File: config.mk
export PLATFORM = sky130hd
export DESIGN_NAME = flux_rr_drain_flat
export DESIGN_NICKNAME = d
export VERILOG_FILES = /design/src/rtl/flux_pkg.sv /design/src/rtl/flux_rr_drain_if.sv /design/src/rtl/flux_rr_pick.sv /design/src/rtl/flux_rr_drain.sv /design/src/flat_wrapper.sv
export SDC_FILE = /design/constraint.sdc
export NUM_CORES = 1
export LEC_CHECK = 0
export ABC_AREA = 1
export BUFFER_PORTS_ARGS = -buffer_cell sky130_fd_sc_hd__buf_2
export CAP_MARGIN = 20
export CORE_MARGIN = 5
export CORE_UTILIZATION = 55
export CTS_BUF_LIST = sky130_fd_sc_hd__clkbuf_4 sky130_fd_sc_hd__clkbuf_8
export CTS_CLUSTER_SIZE = 24
export DETAILED_ROUTE_END_ITERATION = 7
export PLACE_DENSITY_LB_ADDON = 0.3
export SLEW_MARGIN = 25
export SYNTH_ARGS = -nofsm -noshare
export SYNTH_HDL_FRONTEND = slang
export SYNTH_SLANG_ARGS = --single-unit
File: constraint.sdc
create_clock -name ck -period 4.8 [get_ports ck]
set_input_delay 1.2 -clock ck [delete_from_list [all_inputs] [get_ports ck]]
set_output_delay 1.2 -clock ck [all_outputs]
set_load 0.01 [all_outputs]
File: src/rtl/flux_pkg.sv
// Shared definitions for the flux drain path and its upstream tagger.
package flux_pkg;

  typedef enum logic {ARB, HOLD} flux_state_e;

  // Tag width that is able to name every flow index.
  function automatic int flux_tag_w(input int n);
    return (n < 2) ? 1 : $clog2(n);
  endfunction

endpackage

File: src/rtl/flux_rr_drain_if.sv
// FIFO-side pop handshake plus the tagged output stream of the drain stage.
interface flux_rr_drain_if import flux_pkg::*; #(
  parameter int WIDTH = 8,
  parameter int FLUX  = 2
);
  localparam int TW = flux_tag_w(FLUX);

  logic [FLUX-1:0]     fifo_empty;
  logic [FLUX-1:0]     fifo_rd;
  logic [WIDTH-1:0]    fifo_data;
  logic [FLUX-1:0]     flow_en;
  logic                out_valid;
  logic                out_ready;
  logic [WIDTH-TW-1:0] out_data;
  logic [TW-1:0]       out_flow;
  logic                err_tag;

  modport master (
    input  fifo_empty, fifo_data, flow_en, out_ready,
    output fifo_rd, out_valid, out_data, out_flow, err_tag
  );

  modport slave (
    output fifo_empty, fifo_data, flow_en, out_ready,
    input  fifo_rd, out_valid, out_data, out_flow, err_tag
  );
endinterface

File: src/rtl/flux_rr_pick.sv
// Combinational round-robin picker: first requester after 'last', modulo N.
module flux_rr_pick import flux_pkg::*; #(
  parameter  int N  = 2,
  localparam int TW = flux_tag_w(N)
) (
  input  logic [N-1:0]  req,
  input  logic [TW-1:0] last,
  output logic          found,
  output logic [TW-1:0] idx
);
  logic [TW:0] j;

  // One extra bit holds last+k before the single modulo subtract.
  always_comb begin
    found = 1'b0;
    idx   = '0;
    j     = '0;
    for (int k = 1; k <= N; k++) begin
      j = {1'b0, last} + (TW+1)'(k);
      if (j >= (TW+1)'(N)) j = j - (TW+1)'(N);
      if (!found && req[j[TW-1:0]]) begin
        found = 1'b1;
        idx   = j[TW-1:0];
      end
    end
  end
endmodule

File: src/rtl/flux_rr_drain.sv
// Round-robin drain: pops one enabled flow per cycle with burst limit,
// checks/strips the tag and feeds a 2-entry output buffer.
module flux_rr_drain import flux_pkg::*; #(
  parameter int WIDTH = 8,
  parameter int FLUX  = 2,
  parameter int BURST = 4
) (
  input logic            ck,
  input logic            rst,
  flux_rr_drain_if.master bus
);
  localparam int TAG_WIDTH = flux_tag_w(FLUX);
  localparam int PW        = WIDTH - TAG_WIDTH;
  localparam int BCW       = $clog2(BURST + 1);

  flux_state_e          state;
  logic [TAG_WIDTH-1:0] last, cur, pidx, gidx;
  logic [BCW-1:0]       bcnt;
  logic [1:0]           cnt;
  logic [WIDTH-1:0]     buf0, buf1, word;
  logic [FLUX-1:0]      req;
  logic                 pf, space, cont, push, deq, err;

  assign req   = ~bus.fifo_empty & bus.flow_en;
  assign space = (cnt != 2'd2) | bus.out_ready;
  assign cont  = req[cur] & (bcnt < BCW'(BURST));
  assign deq   = (cnt != 2'd0) & bus.out_ready;

  flux_rr_pick #(.N(FLUX)) u_pick (
    .req   (req),
    .last  (last),
    .found (pf),
    .idx   (pidx)
  );

  always_comb begin
    push = 1'b0;
    gidx = cur;
    if (!rst) begin
      if (state == ARB) begin
        push = pf & space;
        gidx = pidx;
      end else begin
        push = cont & space;
      end
    end
  end

  assign bus.fifo_rd = push ? ({{(FLUX-1){1'b0}}, 1'b1} << gidx) : '0;
  // Tag is replaced by the granted index, so a bad tag never misroutes.
  assign word        = {bus.fifo_data[PW-1:0], gidx};

  always_ff @(posedge ck) begin
    if (rst) begin
      state <= ARB;
      last  <= TAG_WIDTH'(FLUX - 1);
      cur   <= '0;
      bcnt  <= BCW'(1);
      cnt   <= 2'd0;
      buf0  <= '0;
      buf1  <= '0;
      err   <= 1'b0;
    end else begin
      case (state)
        ARB: if (push) begin
          cur  <= pidx;
          last <= pidx;
          bcnt <= BCW'(1);
          if (BURST > 1) state <= HOLD;
        end
        HOLD: begin
          // Losing the grant costs one idle cycle before re-arbitration.
          if (!cont)     state <= ARB;
          else if (push) bcnt  <= bcnt + 1'b1;
        end
        default: state <= ARB;
      endcase

      if (push && (bus.fifo_data[WIDTH-1 -: TAG_WIDTH] != gidx)) err <= 1'b1;

      case ({push, deq})
        2'b10: begin
          if (cnt == 2'd0) buf0 <= word;
          else             buf1 <= word;
          cnt <= cnt + 2'd1;
        end
        2'b01: begin
          buf0 <= buf1;
          cnt  <= cnt - 2'd1;
        end
        2'b11: begin
          if (cnt == 2'd1) buf0 <= word;
          else begin
            buf0 <= buf1;
            buf1 <= word;
          end
        end
        default: ;
      endcase
    end
  end

  assign bus.out_valid = (cnt != 2'd0);
  assign bus.out_data  = buf0[WIDTH-1 -: PW];
  assign bus.out_flow  = buf0[TAG_WIDTH-1:0];
  assign bus.err_tag   = err;
endmodule

File: src/flat_wrapper.sv
// flat-port wrapper written by rule: the top's interface ports become plain ports
module flux_rr_drain_flat import flux_pkg::*;
#(
  parameter int WIDTH = 8,
  parameter int FLUX  = 2,
  parameter int BURST = 4
)
  (ck, rst, bus_fifo_empty, bus_fifo_data, bus_flow_en, bus_out_ready, bus_fifo_rd, bus_out_valid, bus_out_data, bus_out_flow, bus_err_tag);
  flux_rr_drain_if #(.WIDTH(WIDTH), .FLUX(FLUX)) bus_i ();
  input logic ck;
  input logic rst;
  input wire logic [$bits(bus_i.fifo_empty)-1:0] bus_fifo_empty;
  input wire logic [$bits(bus_i.fifo_data)-1:0] bus_fifo_data;
  input wire logic [$bits(bus_i.flow_en)-1:0] bus_flow_en;
  input wire logic [$bits(bus_i.out_ready)-1:0] bus_out_ready;
  output wire logic [$bits(bus_i.fifo_rd)-1:0] bus_fifo_rd;
  output wire logic [$bits(bus_i.out_valid)-1:0] bus_out_valid;
  output wire logic [$bits(bus_i.out_data)-1:0] bus_out_data;
  output wire logic [$bits(bus_i.out_flow)-1:0] bus_out_flow;
  output wire logic [$bits(bus_i.err_tag)-1:0] bus_err_tag;
  assign bus_i.fifo_empty = bus_fifo_empty;
  assign bus_i.fifo_data = bus_fifo_data;
  assign bus_i.flow_en = bus_flow_en;
  assign bus_i.out_ready = bus_out_ready;
  assign bus_fifo_rd = bus_i.fifo_rd;
  assign bus_out_valid = bus_i.out_valid;
  assign bus_out_data = bus_i.out_data;
  assign bus_out_flow = bus_i.out_flow;
  assign bus_err_tag = bus_i.err_tag;
  flux_rr_drain #(.WIDTH(WIDTH), .FLUX(FLUX), .BURST(BURST)) u_core (.ck(ck), .rst(rst), .bus(bus_i));
endmodule
# After elaboration in Yosys (flattened, before gate mapping)
# Index checks and enable logic that the tools add are counted.
# op_classes
addsub	7
order_cmp	6
n_eq_ne	12
shift	1
n_mux	31
bitwise_logic	8
reduce_logical	12
# ops
cell	n
8-bit 2-to-1 mux	4
8-bit one-hot mux with 3 select lines	1
1-bit 2-to-1 mux	18
8-bit one-hot mux with 2 select lines	1
2-bit inequality test, second input constant	5
3-bit 2-to-1 mux	3
1-bit by 2-bit < comparator with 1-bit output, second input constant	3
3-bit one-hot mux with 2 select lines	1
3-bit AND reduction	2
2-bit nonzero test	3
1-bit AND	4
2-bit by 1-bit equality test with 1-bit output, second input constant	2
2-bit equality test, second input constant	2
2-bit >= comparator, second input constant	2
2-bit by 1-bit inequality test with 1-bit output, second input constant	2
2-bit one-hot mux with 2 select lines	1
2-bit AND reduction	2
3-bit by 1-bit adder with 3-bit output, second input constant	1
3-bit < comparator, second input constant	1
3-bit nonzero test	1
1-bit by 1-bit adder with 2-bit output, second input constant	1
1-bit by 2-bit adder with 2-bit output, second input constant	1
2-bit by 1-bit adder with 2-bit output, second input constant	1
2-bit AND	1
other kinds (12)	14
# totals
ff_bits	25
inputBits	15
out_inout_bits	12
word_cells	85

# Logic depth before layout (Yosys ltp)
# Gate-level depths: netlist of the first run.
# depth
word_depth	15
ltp_mapped	15
mapped_depth_nobuf	15

# Cells and area by module
# From an unflattened synthesis of the first run, not the netlist that was laid out.
# unflattened
hier_cells	195
area_unflattened_um2	1400.1
# modules_own_cells
module	instances	cells_per_inst	area_per_inst_um2	seq_area_each_um2
flux_rr_drain	1	192	1385.1	500.5
flux_rr_pick	1	3	15.0	0.0

# Worst setup path after synthesis of the first run
# Ideal clock, no wire load.
# synth_path
path_type	in2out
startpoint	input rst
endpoint	output bus_fifo_rd[0]
arrival_time_ps	1914
t_required_ps	3600
slack_ps	1686
cell_stages	4
n_path_buf	1
path_cell_list	buf_2 > o21ai_0 > nand2_1 > nor2_1
# synth_via
elab_chain_len	3
word_cells_on_any_way	4
cone_classes	shift (1); mux (3)
# synth_lines
item	line_no	text
start, declared	flat_wrapper.sv:11	input logic rst;
1-bit 2-to-1 mux	flux_rr_drain.sv:39	if (!rst) begin
1-bit by 1-bit << shifter with 2-bit output	flux_rr_drain.sv:49	assign bus.fifo_rd = push ? ({{(FLUX-1){1'b0}}, 1'b1} << gidx) : '0;
2-bit 2-to-1 mux *	flux_rr_drain.sv:49	
end, declared	flat_wrapper.sv:16	output wire logic [$bits(bus_i.fifo_rd)-1:0] bus_fifo_rd;
# Every way passes the cells marked *; elsewhere a longest branch is shown, timed or not.

# Final worst setup path of the first run
# layout_path
startpoint	input bus_fifo_empty[0]
endpoint	output bus_fifo_rd[1]
# layout_via
elab_chain_len	12
word_cells_on_any_way	23
cone_classes	shift (1); mux (15); bitwise (5); reduce/logical (2)
# layout_lines
item	line_no	text
start, declared	flat_wrapper.sv:12	input wire logic [$bits(bus_i.fifo_empty)-1:0] bus_fifo_empty;
2-bit NOT *	flux_rr_drain.sv:24	assign req = ~bus.fifo_empty & bus.flow_en;
2-bit AND *	flux_rr_drain.sv:24	
1-bit 2-to-1 mux (not written as such) (2 in a row)	flux_rr_pick.sv:21	if (!found && req[j[TW-1:0]]) begin
1-bit 2-to-1 mux	flux_rr_pick.sv:21	
1-bit zero test	flux_rr_pick.sv:21	
1-bit logical AND	flux_rr_pick.sv:21	
1-bit 2-to-1 mux	flux_rr_pick.sv:21	
1-bit 2-to-1 mux / 1-bit AND (equally long branches)	flux_rr_drain.sv:40, flux_rr_drain.sv:41	
1-bit 2-to-1 mux (on tied branches)	flux_rr_drain.sv:39, flux_rr_drain.sv:40	
1-bit by 1-bit << shifter with 2-bit output / 1-bit 2-to-1 mux (equally long branches)	flux_rr_drain.sv:49, flux_rr_drain.sv:39	
2-bit 2-to-1 mux *	flux_rr_drain.sv:49	
# Every way passes the cells marked *; elsewhere a longest branch is shown, timed or not. The select of a mux whose other input is x is not followed.

==> reports/results.tsv, run 1 <==
metric	value	unit
reg2regPathDepth	12	
clkPwrFrac	0.129	
timing.rr.start	u_core.cnt[0]$_SDFFE_PP0P_	
p_int	0.4318	mW
pwr-share-comb	0.463	
routed_via_density	5.126	
port_buffers	26	
diodes	0	
htreeDepth	1	
syn_area	1336	sq um
synth_seq_cells	25	
fp.coreArea	2276	sq um
grt.total_usage	0.1727	
die_h	59.29	um
cts_resized	0	
wire_per_inst	11.31	um
clk_path_buf_depth	2	
drv_cap	0	
syn_inst	194	
row_count	17	
ant_nets	0	
nFillCells	220	
dr.pass1.iters	5	
hold_class	flop to flop	
gp_congestion	0.8309	
grt_pass1_vias	1189	
p_seq_frac	0.408	
clock_latency	0.32	ns
drc	0	
root_buffer	clkbuf_4	
grt_pass1_wl	4.836	mm
synthTopCellsByArea	dfxtp_1 37%, nand2_1 10%, nand3_1 7.9%, inv_1 7.6%, nor2_1 6.7%	
cts_setup_buffers	0	
max-slew-margin-rel	0.6429	
cts_buffers	3	
rsz0062_at_grt	no	
ff2ff_setup_slack	2.05	ns
yosysTopAreaCell	dfxtp_1	
arrival	2.14	ns
switchingPower	0.3087	mW
critPathMaxStageDelay	0.16	ns
min_period	3.338	ns
pwr_density_cell	494.4	nW/um^2
worstMarginPinSlew	0.5345	ns
crit_fanout	6	
max_freq	299.5	MHz
endpoint_kind	primary output	
avgSynthCellArea	6.888	sq um
cts_tree	done	
layout.nets	242	
grt_max_degree	20	
crit_type	input port to primary output	
setup_tns	0	ns
yosysUniqueCellTypes	23	
hold_depth	2	
start_util	0.5871	
synth_fp_nets	216	
clkSlewWorstSetupHoldPaths	0.13	ns
drive_above_1_share	0.1735	
drt-total-wl	2.793	mm
crit_top_cell	nand2_1	
num_io_pins	27	
start_kind	input port	
antenna_found_initial	0	
syn2layout_area_growth	12.08	%
clock-sinks	25	
min-delay-start	u_core.bcnt[2]$_SDFFE_PP0P_	
setup_viol	0	
switching_share	0.4168	
dieArea	3515	sq um
die_x	59.29	um
ctsHoldBuffers	0	
required	3.60	ns
outcome	completed	
min_period_over_period	0.6955	
drv_slew	0	
crit_chain	buf_2 -> inv_1 -> nand2_1 -> nand2_1 -> nand3_1 -> nand2_1 -> nand2_2 -> a21oi_1 -> buf_2	
whs	0.4737	ns
grt_overflow	0	
place_hpwl	2.222	mm
hold_viol_final	0	
p_leak	0.7953	nW
worstHoldEndpoint	u_core.bcnt[2]$_SDFFE_PP0P_	
ys_warn_count	0	
drt_iter0_markers	46	
slowest_stage	nand2_1	
yosysSeqAreaShare	0.3745	
vias	1266	
netlist.area_leader.share	0.3745	
max-vdd-ir-drop	0.2844	mV
timing.rr.end	u_core.buf1[0]$_SDFFE_PP0P_	
skew	0.01216	ns
cells in the mapped netlist:
master and instances:
inv_2 1, a21oi_1 16, nand3_1 21, buf_6 1
nand3b_1 1, nand3_4 1, clkinv_1 2, inv_1 27
ha_1 7, a21oi_2 1, dfxtp_1 25, nand2_2 2
buf_4 2, buf_2 3, nand4_1 1, nand3_2 1
nor2_1 24, clkinv_2 1, o21ai_0 16, o211ai_1 1
nand2_1 37, xor2_1 2, o21bai_1 1
per-stage QoR:
step	total power [mW]	area (sq um)	std cells	utilization	setup slack [ns]
3_3_place_gp	0.6361	1468	243	0.6449	1.529
5_1_grt	0.8195	1498	247	0.6581	1.357
3_5_place_dp	0.6517	1468	243	0.6449	1.475
6_report	0.7405	1498	247	0.6581	1.462
2_1_floorplan	0.5648	1336	194	-	1.686
4_1_cts	0.7490	1498	247	0.6581	1.475
state kept, by name (all words and copies together) (netlist names):
signal / count
u_core.bcnt: 3
u_core.buf0: 8
u_core.buf1: 8
u_core.bus.err_tag: 1
u_core.cnt: 2
u_core.cur: 1
u_core.last: 1
u_core.state: 1
cell type report:
cell class | count | area (sq um) | share of cell area
multi-input combinational | 132 | 676.9 | 0.4520
sequential | 25 | 500.5 | 0.3342
timing repair buffer | 27 | 137.6 | 0.09190
inverter | 31 | 117.6 | 0.07853
tap | 28 | 35.03 | 0.02339
clock buffer | 3 | 22.52 | 0.01504
clock inverter | 1 | 7.507 | 0.005013
worst max-delay path, delay by kind of cell:
kind	cells	cell delay [ns]
buf+inv	3	0.29
compound gates	1	0.13
simple gates	5	0.52
power by group through the flow:
stage / combinational [mW] / clock (mW) / sequential (mW)
global placement: 0.332 / 0 / 0.304
floorplan: 0.248 / 0 / 0.317
finish: 0.343 / 0.0956 / 0.302
detailed placement: 0.345 / 0 / 0.307
CTS: 0.346 / 0.101 / 0.301
global route: 0.398 / 0.113 / 0.309
how the worst max path moves through the flow:
stage / cells past startpoint / from / to / slack, ns
2_1_floorplan: 4 / rst / bus_fifo_rd[0] / 1.69
3_5_place_dp: 9 / bus_fifo_empty[0] / bus_fifo_rd[1] / 1.47
4_1_cts: 9 / bus_fifo_empty[0] / bus_fifo_rd[1] / 1.47
5_1_grt: 9 / bus_fifo_empty[0] / bus_fifo_rd[1] / 1.36
6_report: 9 / bus_fifo_empty[0] / bus_fifo_rd[1] / 1.46
3_3_place_gp: 9 / bus_fifo_empty[0] / bus_fifo_rd[1] / 1.53
cell usage in the layout (no fill, tap or decap), drive strengths merged:
| cell type | n |
|---|---|
| nand3b | 1 |
| nor2 | 24 |
| inv | 28 |
| buf | 27 |
| xor2 | 2 |
| nand3 | 23 |
| dfxtp | 25 |
| clkinvlp | 1 |
| nand4 | 1 |
| a21oi | 17 |
| o21bai | 1 |
| o211ai | 1 |
| clkinv | 3 |
| ha | 7 |
| o21ai | 16 |
| nand2 | 39 |
| clkbuf | 3 |
layer usage:
metal,wire length (um),global-route usage
met2,1294,0.2808
met4,19,0.05502
met3,163,0.03268
met1,1315,0.2285
met5,0,0
cells by family after synthesis:
| group | after synthesis | share of synthesized area |
|---|---|---|
| AOI/OAI and AO/OA | 35 | 0.1377 |
| buffers and inverters | 37 | 0.1189 |
| DFF | 25 | 0.3745 |
| adders and majority gates | 7 | 0.06554 |
| xor gates and xnor gates | 2 | 0.01311 |
| and+or+nand+nor | 88 | 0.2903 |
Note: power is estimated with default switching activity, not from simulation.
==> inputs of run 2 (changes only) <==
--- a/config.mk
+++ b/config.mk
@@ -5,11 +5,11 @@
 export SDC_FILE = /design/constraint.sdc
 export NUM_CORES = 1
 export LEC_CHECK = 0
-export ABC_AREA = 1
+export ABC_AREA = 0
 export BUFFER_PORTS_ARGS = -buffer_cell sky130_fd_sc_hd__buf_2
 export CAP_MARGIN = 20
 export CORE_MARGIN = 5
-export CORE_UTILIZATION = 55
+export CORE_UTILIZATION = 50
 export CTS_BUF_LIST = sky130_fd_sc_hd__clkbuf_4 sky130_fd_sc_hd__clkbuf_8
 export CTS_CLUSTER_SIZE = 24
 export DETAILED_ROUTE_END_ITERATION = 7
==> constraint.sdc (replaced) <==
create_clock -name ck -period 2.73 [get_ports ck]
set_input_delay 0.6825 -clock ck [delete_from_list [all_inputs] [get_ports ck]]
set_output_delay 0.6825 -clock ck [all_outputs]
set_load 0.01 [all_outputs]
==> reports/results.tsv, run 2 <==
metric	value	unit
outcome	completed	
grt_overflow	0	
ctsHoldBuffers	0	
htreeDepth	1	
skew	0.01047	ns
diodes	0	
grt_pass1_vias	1063	
avgSynthCellArea	9.253	sq um
yosysMostFrequentCell	dfxtp_1	
max-vdd-ir-drop	0.5978	mV
final_cell_mix	26 x buf_2, 25 x dfxtp_1, 13 x nor2_1, 11 x nand2_1, 9 x nor3_1	
hold_class	flop to flop	
setup_tns	0	ns
gr-usage-met3	0.04968	
wire_per_inst	14.08	um
syn_area	1240	sq um
layout.nets	183	
whs	0.4816	ns
ant_nets	0	
synthTopCellsByArea	dfxtp_1 40%, a211oi_2 8.1%, ha_1 7.1%, mux2i_1 6.5%, a22oi_1 4.8%	
clkSlewWorstSetupHoldPaths	0.15	ns
start_kind	flop	
use_met1	0.2116	
final_cell_count_no_fill	190	
routed_via_density	5.695	
dieArea	3576	sq um
top_usage_layer	met2	
drt_iter0_markers	31	
yosysTopAreaCell	dfxtp_1	
synth-edff-count	0	
met2_usage	0.2778	
yosysUniqueCellTypes	28	
final_common_cell	buf_2	
num_io_pins	27	
drt-total-wl	2.676	mm
synth_commonest_cells	25 x dfxtp_1, 13 x nor2_1, 11 x nand2_1	
arrival	1.88	ns
cts_buffers	3	
synth_seq_cells	25	
cts_tree	done	
antenna_found_initial	0	
syn_inst	134	
dr.pass1.iters	4	
vias	1082	
drc	0	
drv_slew	0	
clock-sinks	25	
fin_ws	0.1636	ns
clock_latency	0.33	ns
grt.total_usage	0.1684	
hold_viol_final	0	
netlist.area_leader.share	0.4036	
largestRegisters	u_core.buf0 (8), u_core.buf1 (8), u_core.bcnt (3)	
drv_cap	0	
synth_fp_nets	156	
p_leak	0.6380	nW
dp.cells	186	
pwr_density_cell	857.0	nW/um^2
synth_flop_cell	dfxtp_1	
drive_above_1_share	0.2813	
crit_type	flop to primary output	
gp_congestion	0.7830	
grt_pass1_wl	4.629	mm
row_count	18	
async_flop_share	0	
cts_setup_buffers	0	
setup_viol	0	
root_buffer	clkbuf_4	
preCtsSetupSlack	0.06815	ns
min_period_over_period	0.9401	
min_period	2.566	ns
yosysSeqAreaShare	0.4036	
ys_warn_count	0	
max_freq	389.6	MHz
clk_path_buf_depth	2	
required	2.05	ns
rsz0062_at_grt	no	
syn2layout_area_growth	14.53	%
max-slew-margin-rel	0.6685	
die_h	59.80	um
endpoint_kind	primary output	
place_area	1389	sq um
cts_resized	0	
fp.coreArea	2432	sq um
grt_max_degree	24	
die_x	59.80	um
worstMarginPinSlew	0.4955	ns
place_hpwl	2.037	mm
crit_fanout	7	
port_buffers	26	
final_area	1420	sq um
nFillCells	218	
start_util	0.5098	
-- run 2: changes by cell type in the layout (fill, tap and decap cells not counted), sizes merged, moves of 8 or more --
cell,change
mux2i,+8
nand2,-28
a21oi,-10
a22oi,+8
a211oi,+9
nand3,-21
o21ai,-13
nor3,+9
nor2,-11
inv,-18
-- run 2: where the power goes --
part	switching (mW)	total, mW	internal, mW
combinational	0.314	0.543	0.229
clock	0.119	0.179	0.0597
sequential	0.0496	0.496	0.446
-- run 2: cells by family after synthesis --
| family | Yosys count | synth area share |
|---|---|---|
| AOI/OAI and AO/OA | 32 | 0.2139 |
| xor gates and xnor gates | 3 | 0.02119 |
| adders and majority gates | 7 | 0.07063 |
| buffers and inverters | 16 | 0.06055 |
| DFF | 25 | 0.4036 |
| muxes | 9 | 0.07366 |
| and+or+nand+nor | 42 | 0.1564 |
-- run 2: area by class of cell --
type	instances	area, sq um	area share
clock buffer	3	22.52	0.01586
sequential	25	500.5	0.3524
inverter	9	33.78	0.02379
timing repair buffer	29	152.6	0.1075
clock inverter	1	8.758	0.006167
tap	30	37.54	0.02643
multi-input combinational	93	664.4	0.4678
-- run 2: final timing paths --
path / cells past startpoint / endpoint / slack [ns] / startpoint
worst max-delay path: 7 / bus_fifo_rd[1] / 0.16 / u_core.cnt[0]$_SDFFE_PP0P_
worst min-delay path: 2 / u_core.last$_SDFFE_PP1P_ / 0.48 / u_core.last$_SDFFE_PP1P_
worst max register to register: 10 / u_core.buf0[7]$_SDFFE_PP0P_ / 0.29 / u_core.cnt[0]$_SDFFE_PP0P_
worst min register to register: 2 / u_core.last$_SDFFE_PP1P_ / 0.48 / u_core.last$_SDFFE_PP1P_
-- run 2: stage by stage --
step | power, mW | util
2_1_floorplan | 0.9225 | -
3_3_place_gp | 1.033 | 0.5710
3_5_place_dp | 1.051 | 0.5710
4_1_cts | 1.232 | 0.5838
5_1_grt | 1.323 | 0.5838
6_report | 1.217 | 0.5838
-- run 2: worst max-delay path: stages, from the launching register on --
cell	delay, ns
dfxtp_1	0.40
inv_1	0.08
ha_1	0.21
a21oi_1	0.31
o21ai_1	0.16
inv_2	0.14
and2_1	0.14
buf_2	0.12
-- run 2: metal layers --
metal	part of all wire	wire, um
met4	0.012	33
met2	0.48	1294
met3	0.064	172
met1	0.44	1176
met5	0	0
